[src/rtl/serial_out_pkg.sv]
// Shared encodings and defaults for the serial output channel and its bit timer.
package serial_out_pkg;
    typedef enum logic [1:0] {
        S_IDLE = 2'b00,
        S_RUN  = 2'b01
    } state_e;

    localparam int   SEL_W        = 4;
    localparam logic MODE_ONESHOT = 1'b0;
    localparam logic MODE_REPEAT  = 1'b1;
    localparam int   DEF_FAST_DIV = 10;
    localparam int   DEF_SLOW_DIV = 40;
endpackage

[src/rtl/serial_out_channel_bit_timer.sv]
// Per-bit cycle counter: counts 0..div-1 and flags the last cycle of each bit period.
module bit_timer
    import serial_out_pkg::*;
#(
    parameter int CNT_W = 6
) (
    input  logic             clk,
    input  logic             rst_n,
    input  logic             i_en,
    input  logic             i_restart,
    input  logic [CNT_W-1:0] i_div,
    output logic             o_tick,
    output logic             o_tick_nxt
);
    logic [CNT_W-1:0] cnt_q, cnt_d;
    logic             tick_q, tick_d;

    // i_en and i_div describe the coming cycle, so the tick can be registered.
    always_comb begin
        cnt_d  = cnt_q + 1'b1;
        if (!i_en || i_restart || tick_q) begin
            cnt_d = '0;
        end
        tick_d = i_en && (cnt_d == (i_div - 1'b1));
    end

    always_ff @(posedge clk or negedge rst_n) begin
        if (!rst_n) begin
            cnt_q  <= '0;
            tick_q <= 1'b0;
        end else begin
            cnt_q  <= cnt_d;
            tick_q <= tick_d;
        end
    end

    assign o_tick     = tick_q;
    assign o_tick_nxt = tick_d;
endmodule

[src/rtl/serial_out_channel.sv]
// One output pin of the serial output engine: LSB-first pattern with per-bit speed.
module serial_out_channel
    import serial_out_pkg::*;
#(
    parameter int DATA_BIT = 32,
    parameter int CH_ID    = 0,
    parameter int FAST_DIV = DEF_FAST_DIV,
    parameter int SLOW_DIV = DEF_SLOW_DIV
) (
    input  logic                clk,
    input  logic                rst_n,
    input  logic                i_load,
    input  logic [DATA_BIT-1:0] i_output_pattern,
    input  logic [DATA_BIT-1:0] i_freq_pattern,
    input  logic [SEL_W-1:0]    i_sel_out,
    input  logic                i_start,
    input  logic                i_stop,
    input  logic                i_mode,
    output logic                o_serial,
    output logic                o_busy,
    output logic                o_bit_tick,
    output logic                o_done_tick
);
    localparam int MAX_DIV = (FAST_DIV > SLOW_DIV) ? FAST_DIV : SLOW_DIV;
    localparam int CNT_W   = $clog2(MAX_DIV + 1);
    localparam int IDX_W   = $clog2(DATA_BIT);
    localparam logic [CNT_W-1:0] FAST_C   = CNT_W'(FAST_DIV);
    localparam logic [CNT_W-1:0] SLOW_C   = CNT_W'(SLOW_DIV);
    localparam logic [IDX_W-1:0] LAST_IDX = IDX_W'(DATA_BIT - 1);

    state_e              state_q, state_d;
    logic [IDX_W-1:0]    idx_q, idx_d;
    logic [DATA_BIT-1:0] pat_q, pat_d, freq_q, freq_d;
    logic                mode_q, mode_d;
    logic [DATA_BIT-1:0] pend_pat_q, pend_pat_d, pend_freq_q, pend_freq_d;
    logic                pend_mode_q, pend_mode_d, pend_valid_q, pend_valid_d;
    logic                serial_q, serial_d, busy_q, busy_d, done_q, done_d;
    logic                accept, stop_cmd, start_cmd, pend_cmd;
    logic                tick, tick_nxt;
    logic [CNT_W-1:0]    div_nxt;

    assign accept    = i_load && (i_sel_out == SEL_W'(CH_ID));
    assign stop_cmd  = accept && i_stop;
    assign start_cmd = accept && i_start && !i_stop;
    assign pend_cmd  = accept && !i_start && !i_stop;

    always_comb begin
        state_d      = state_q;
        idx_d        = idx_q;
        pat_d        = pat_q;
        freq_d       = freq_q;
        mode_d       = mode_q;
        pend_pat_d   = pend_pat_q;
        pend_freq_d  = pend_freq_q;
        pend_mode_d  = pend_mode_q;
        pend_valid_d = pend_valid_q;

        if (state_q == S_RUN && tick) begin
            if (idx_q != LAST_IDX) begin
                idx_d = idx_q + 1'b1;
            end else if (mode_q == MODE_REPEAT) begin
                idx_d = '0;
                if (pend_valid_q) begin
                    pat_d        = pend_pat_q;
                    freq_d       = pend_freq_q;
                    mode_d       = pend_mode_q;
                    pend_valid_d = 1'b0;
                end
            end else begin
                state_d      = S_IDLE;
                idx_d        = '0;
                pend_valid_d = 1'b0;
            end
        end

        // Commands are applied after the wrap so a new pending survives a same-cycle wrap.
        if (pend_cmd) begin
            pend_pat_d   = i_output_pattern;
            pend_freq_d  = i_freq_pattern;
            pend_mode_d  = i_mode;
            pend_valid_d = 1'b1;
        end
        if (start_cmd) begin
            pat_d   = i_output_pattern;
            freq_d  = i_freq_pattern;
            mode_d  = i_mode;
            idx_d   = '0;
            state_d = S_RUN;
        end
        if (stop_cmd && state_q == S_RUN) begin
            state_d      = S_IDLE;
            idx_d        = '0;
            pend_valid_d = 1'b0;
        end
    end

    // Outputs are computed from next-state values so they can be registered without lag.
    assign div_nxt  = freq_d[idx_d] ? SLOW_C : FAST_C;
    assign busy_d   = (state_d == S_RUN);
    assign serial_d = busy_d && pat_d[idx_d];
    assign done_d   = busy_d && (mode_d == MODE_ONESHOT) && (idx_d == LAST_IDX) && tick_nxt;

    bit_timer #(.CNT_W(CNT_W)) u_bit_timer (
        .clk        (clk),
        .rst_n      (rst_n),
        .i_en       (busy_d),
        .i_restart  (start_cmd),
        .i_div      (div_nxt),
        .o_tick     (tick),
        .o_tick_nxt (tick_nxt)
    );

    always_ff @(posedge clk or negedge rst_n) begin
        if (!rst_n) begin
            state_q      <= S_IDLE;
            idx_q        <= '0;
            pat_q        <= '0;
            freq_q       <= '0;
            mode_q       <= MODE_ONESHOT;
            pend_pat_q   <= '0;
            pend_freq_q  <= '0;
            pend_mode_q  <= MODE_ONESHOT;
            pend_valid_q <= 1'b0;
            serial_q     <= 1'b0;
            busy_q       <= 1'b0;
            done_q       <= 1'b0;
        end else begin
            state_q      <= state_d;
            idx_q        <= idx_d;
            pat_q        <= pat_d;
            freq_q       <= freq_d;
            mode_q       <= mode_d;
            pend_pat_q   <= pend_pat_d;
            pend_freq_q  <= pend_freq_d;
            pend_mode_q  <= pend_mode_d;
            pend_valid_q <= pend_valid_d;
            serial_q     <= serial_d;
            busy_q       <= busy_d;
            done_q       <= done_d;
        end
    end

    assign o_serial    = serial_q;
    assign o_busy      = busy_q;
    assign o_bit_tick  = tick;
    assign o_done_tick = done_q;
endmodule

[config.mk]
export PLATFORM = sky130hd
export DESIGN_NAME = serial_out_channel
export DESIGN_NICKNAME = d
export VERILOG_FILES = /design/src/rtl/serial_out_pkg.sv /design/src/rtl/serial_out_channel_bit_timer.sv /design/src/rtl/serial_out_channel.sv
export SDC_FILE = /design/constraint.sdc
export NUM_CORES = 1
export LEC_CHECK = 0
export BUFFER_PORTS_ARGS = -buffer_cell sky130_fd_sc_hd__buf_2
export CAP_MARGIN = 10
export CORE_UTILIZATION = 30
export DETAILED_ROUTE_END_ITERATION = 16
export GPL_ROUTABILITY_DRIVEN = 0
export GPL_TIMING_DRIVEN = 0
export RECOVER_POWER = 50
export REMOVE_ABC_BUFFERS = 1
export SYNTH_ARGS = -nofsm -noshare
export SYNTH_HDL_FRONTEND = slang
export SYNTH_SLANG_ARGS = --single-unit
[constraint.sdc]
create_clock -name clk -period 3.54 [get_ports clk]
set_input_delay 0.177 -clock clk [delete_from_list [all_inputs] [get_ports clk]]
set_output_delay 0.177 -clock clk [all_outputs]
set_load 0.005 [all_outputs]
==> results.sh <==
export IMPL_cts_sinks=148
export IMPL_cts_made_buffers=17
export IMPL_slew_viol_final=62
export IMPL_cts_tree="done"
export IMPL_cpMaxStageDelayCell="dfrtp_1"
export IMPL_crit_path_start_kind="register"
export IMPL_rsz0062_at_grt="no"
export IMPL_r2r_end="o_done_tick"
export IMPL_yosysSeqAreaShare_pct=52.0
export IMPL_die_h_um=156
export IMPL_period_needed_ps=3280
export IMPL_vias=5681
export IMPL_reg2regPathDepth=11
export IMPL_slew_headroom_pct=-4.66
export IMPL_place_inst=1047
export IMPL_powerDensity_nw_per_um2=580
export IMPL_io_buffers=77
export IMPL_ant_nets=0
export IMPL_wire_per_inst_um=16.1
export IMPL_diodes=0
export IMPL_rows=56
export IMPL_ys_ff_latch=148
export IMPL_insertion_delay_ps=430
export IMPL_slowest_delay_ps=400
export IMPL_path_max_fanout=17
export IMPL_worstSetupPathType="reg2reg"
export IMPL_layoutNonFillerInstCount=1145
export IMPL_grt_pass1_wl_um=29300
export IMPL_rrSetupSlack_ps=260
export IMPL_ioPinCount=78
export IMPL_grt_overflow=0
export IMPL_yosys_warnings=0
export IMPL_fillers=2328
export IMPL_p_leak_nw=3.97
export IMPL_finalCritPeriodShare_pct=92.5
export IMPL_syn_to_final_growth_pct=28.4
export IMPL_yosysUniqueCellTypes=48
export IMPL_path_clk_slew_ps=60
export IMPL_layout_common_cells="dfrtp_1 (148), nand2_1 (96), buf_2 (74), mux2_2 (66), a31oi_1 (64)"
export IMPL_hold_path_end="pend_freq_q[2]"
export IMPL_max_cap_violations=1
export IMPL_hold_depth=2
export IMPL_holdCritStartpoint="i_freq_pattern[2]"
export IMPL_final_common_cell="dfrtp_1"
export IMPL_hold_violations=0
export IMPL_worst_setup_path_end_kind="register"
export IMPL_synth_ff_type="dfrtp_1"
export IMPL_drive_above_1_share_pct=25.9
export IMPL_first_global_vias=5628
export IMPL_cp_common_cell="ha_1"
export IMPL_core_sq_um=23400
export IMPL_cts_root_buf="clkbuf_16"
export IMPL_max_freq_mhz=305
export IMPL_vdd_drop_max_v=0.000306
export IMPL_worstPathArrival_ps=3590
export IMPL_dpl_hpwl_um=11600
export IMPL_grt_antenna_before_repair=0
export IMPL_drc=0
export IMPL_async_reset_ff_share_pct=100
export IMPL_syn_area_per_cell_sq_um=10.4
export IMPL_skew_ps=10.7
export IMPL_track_usage_pct=15.4
export IMPL_drt_wl_total_um=18500
export IMPL_htree_levels=4
export IMPL_tightest_slew_ps=1570
export IMPL_drtIter0Drc=339
export IMPL_synthCells=688
export IMPL_nets=891
export IMPL_r2r_start="idx_q[0]"
export IMPL_grt_max_degree=89
export IMPL_drt_first_pass_iters=5
export IMPL_setup_viol=0
export IMPL_syn_area_sq_um=7120
export IMPL_dieArea_sq_um=24400
export IMPL_finalPower_mw=5.31
export IMPL_violations="capacitance limit, slew limit"
export IMPL_die_w_um=156
export IMPL_start_util_pct=30.4
export IMPL_synth_edf_count=0
export IMPL_min_path_type="in2reg"
export IMPL_vias_per_cell=4.96
export IMPL_clockBufferDepth=2
export IMPL_cp_data_required_time_ps=3860
export IMPL_crit_chain="ha_1 > and3_1 > ha_1 > or3_1 > a21oi_4 > buf_4 > mux2_2 > a21oi_1 > o22ai_2 > mux2i_1 > nor4b_2"
export IMPL_outcome="complete, but fails checks"
critical path, delay by kind of cell (launching register included):
| family | cells | cell delay, ps |
|---|---|---|
| buffers and inverters | 1 | 340 |
| multiplexers | 2 | 590 |
| adder cells (fa/ha/maj) | 2 | 470 |
| AO/OA/AOI/OAI | 3 | 500 |
| flip-flops | 1 | 400 |
| AND/OR/NAND/NOR | 3 | 860 |
worst max-delay path by stage:
| stage | from | end | cells past startpoint | slack (ps) |
|---|---|---|---|---|
| after global routing | idx_q[0] | o_done_tick | 13 | 30 |
| after global placement | i_sel_out[1] | pend_pat_q[6] | 4 | -8700 |
| after CTS | idx_q[0] | o_done_tick | 12 | 30 |
| after detailed placement | idx_q[0] | o_done_tick | 13 | -850 |
| final | idx_q[0] | o_done_tick | 11 | 260 |
| after floorplan | i_sel_out[1] | pend_freq_q[0] | 3 | -4250 |
repair_timing:
action / 4_1_cts / 5_1_grt
pin swaps: 2 / 4
buffers inserted: 2 / 5
resized for setup: 5 / 5
hold buffers: 57 / 0
endpoints found under the hold margin: 116 / 0
gates cloned: 1 / 1
setup endpoints to repair: 3 / 1
synthesized netlist by cell type, types with 2 or more instances:
| cell | count | area, sq um |
|---|---|---|
| a21o_1 | 2 | 15.0 |
| buf_6 | 3 | 33.8 |
| or3_1 | 4 | 25.0 |
| buf_1 | 7 | 26.3 |
| clkbuf_1 | 20 | 75.1 |
| a22o_1 | 2 | 17.5 |
| and2_1 | 2 | 12.5 |
| nand3_1 | 36 | 180 |
| nor3_1 | 30 | 150 |
| xnor2_1 | 2 | 17.5 |
| dfrtp_1 | 148 | 3700 |
| nand4_1 | 5 | 31.3 |
| mux2_2 | 66 | 743 |
| or2_1 | 2 | 12.5 |
| a22oi_1 | 5 | 37.5 |
| buf_2 | 21 | 105 |
| nand2b_1 | 3 | 18.8 |
| o21ai_0 | 31 | 155 |
| nor4b_2 | 2 | 30.0 |
| nor4_1 | 2 | 12.5 |
| inv_1 | 2 | 7.51 |
| a31oi_1 | 65 | 407 |
| a211oi_4 | 2 | 40.0 |
| nor3b_2 | 2 | 25.0 |
| mux2i_1 | 34 | 340 |
| or3_4 | 2 | 22.5 |
| nand2_1 | 97 | 364 |
| a311o_1 | 5 | 50.1 |
| o22ai_1 | 2 | 12.5 |
| and3_1 | 4 | 25.0 |
| a21oi_1 | 9 | 45.0 |
| xor2_1 | 3 | 26.3 |
| ha_1 | 4 | 50.1 |
| nor2_1 | 50 | 188 |
layout make-up:
class	count	area, sq um	share of cell area (%)
Multi-Input combinational cell	488	3270	35.7
Tap cell	319	399	4.36
Sequential cell	148	3700	40.5
Clock inverter	11	149	1.63
Timing Repair Buffer	155	1160	12.7
Clock buffer	21	450	4.93
Inverter	3	13.8	0.150
logic make-up after synthesis:
group	count (synthesis)	synth area share (%)
and+or+nand+nor	251	16.7
DFF	148	52.0
AOI/OAI and AO/OA	126	11.2
muxes	100	15.2
buffers and inverters	54	3.57
xor gates and xnor gates	5	0.615
adders and majority gates	4	0.703
state kept, by name (all words and copies together) (netlist names), 2 cells and up:
register,cells
pat_q,32
idx_q,5
state_q,2
u_bit_timer.cnt_q,6
pend_pat_q,32
pend_freq_q,32
freq_q,32
routing by layer:
metal	track usage, %	up-vias	part of all wire (%)
met2	24.8	125	48
met5	0	-	0
li1	-	2737	-
met3	3.39	18	3.9
met1	20.5	2801	48
met4	4.76	0	0.91
stage by stage:
step	TNS, ps	worst slack, ps	util (%)	hold slack, ps	cell area [sq um]
after detailed placement	-1890	-849	33.7	208	7880
after CTS	0	31.1	38.8	2.48	9090
after global routing	0	30.2	39.1	18.7	9150
after floorplan	-279830	-4250	-	-119	6880
after global placement	-665350	-8700	32.8	426	7670
final	0	265	39.1	22.0	9150
where the power goes:
group	leakage [nW]	internal, mW	total [mW]	switching [mW]
registers	1.71	1.98	2.11	0.137
logic	1.97	0.608	1.33	0.718
clock network	0.284	1.13	1.87	0.735
total	3.97	3.72	5.31	1.59
No activity file was read; power rests on OpenSTA's default activity.
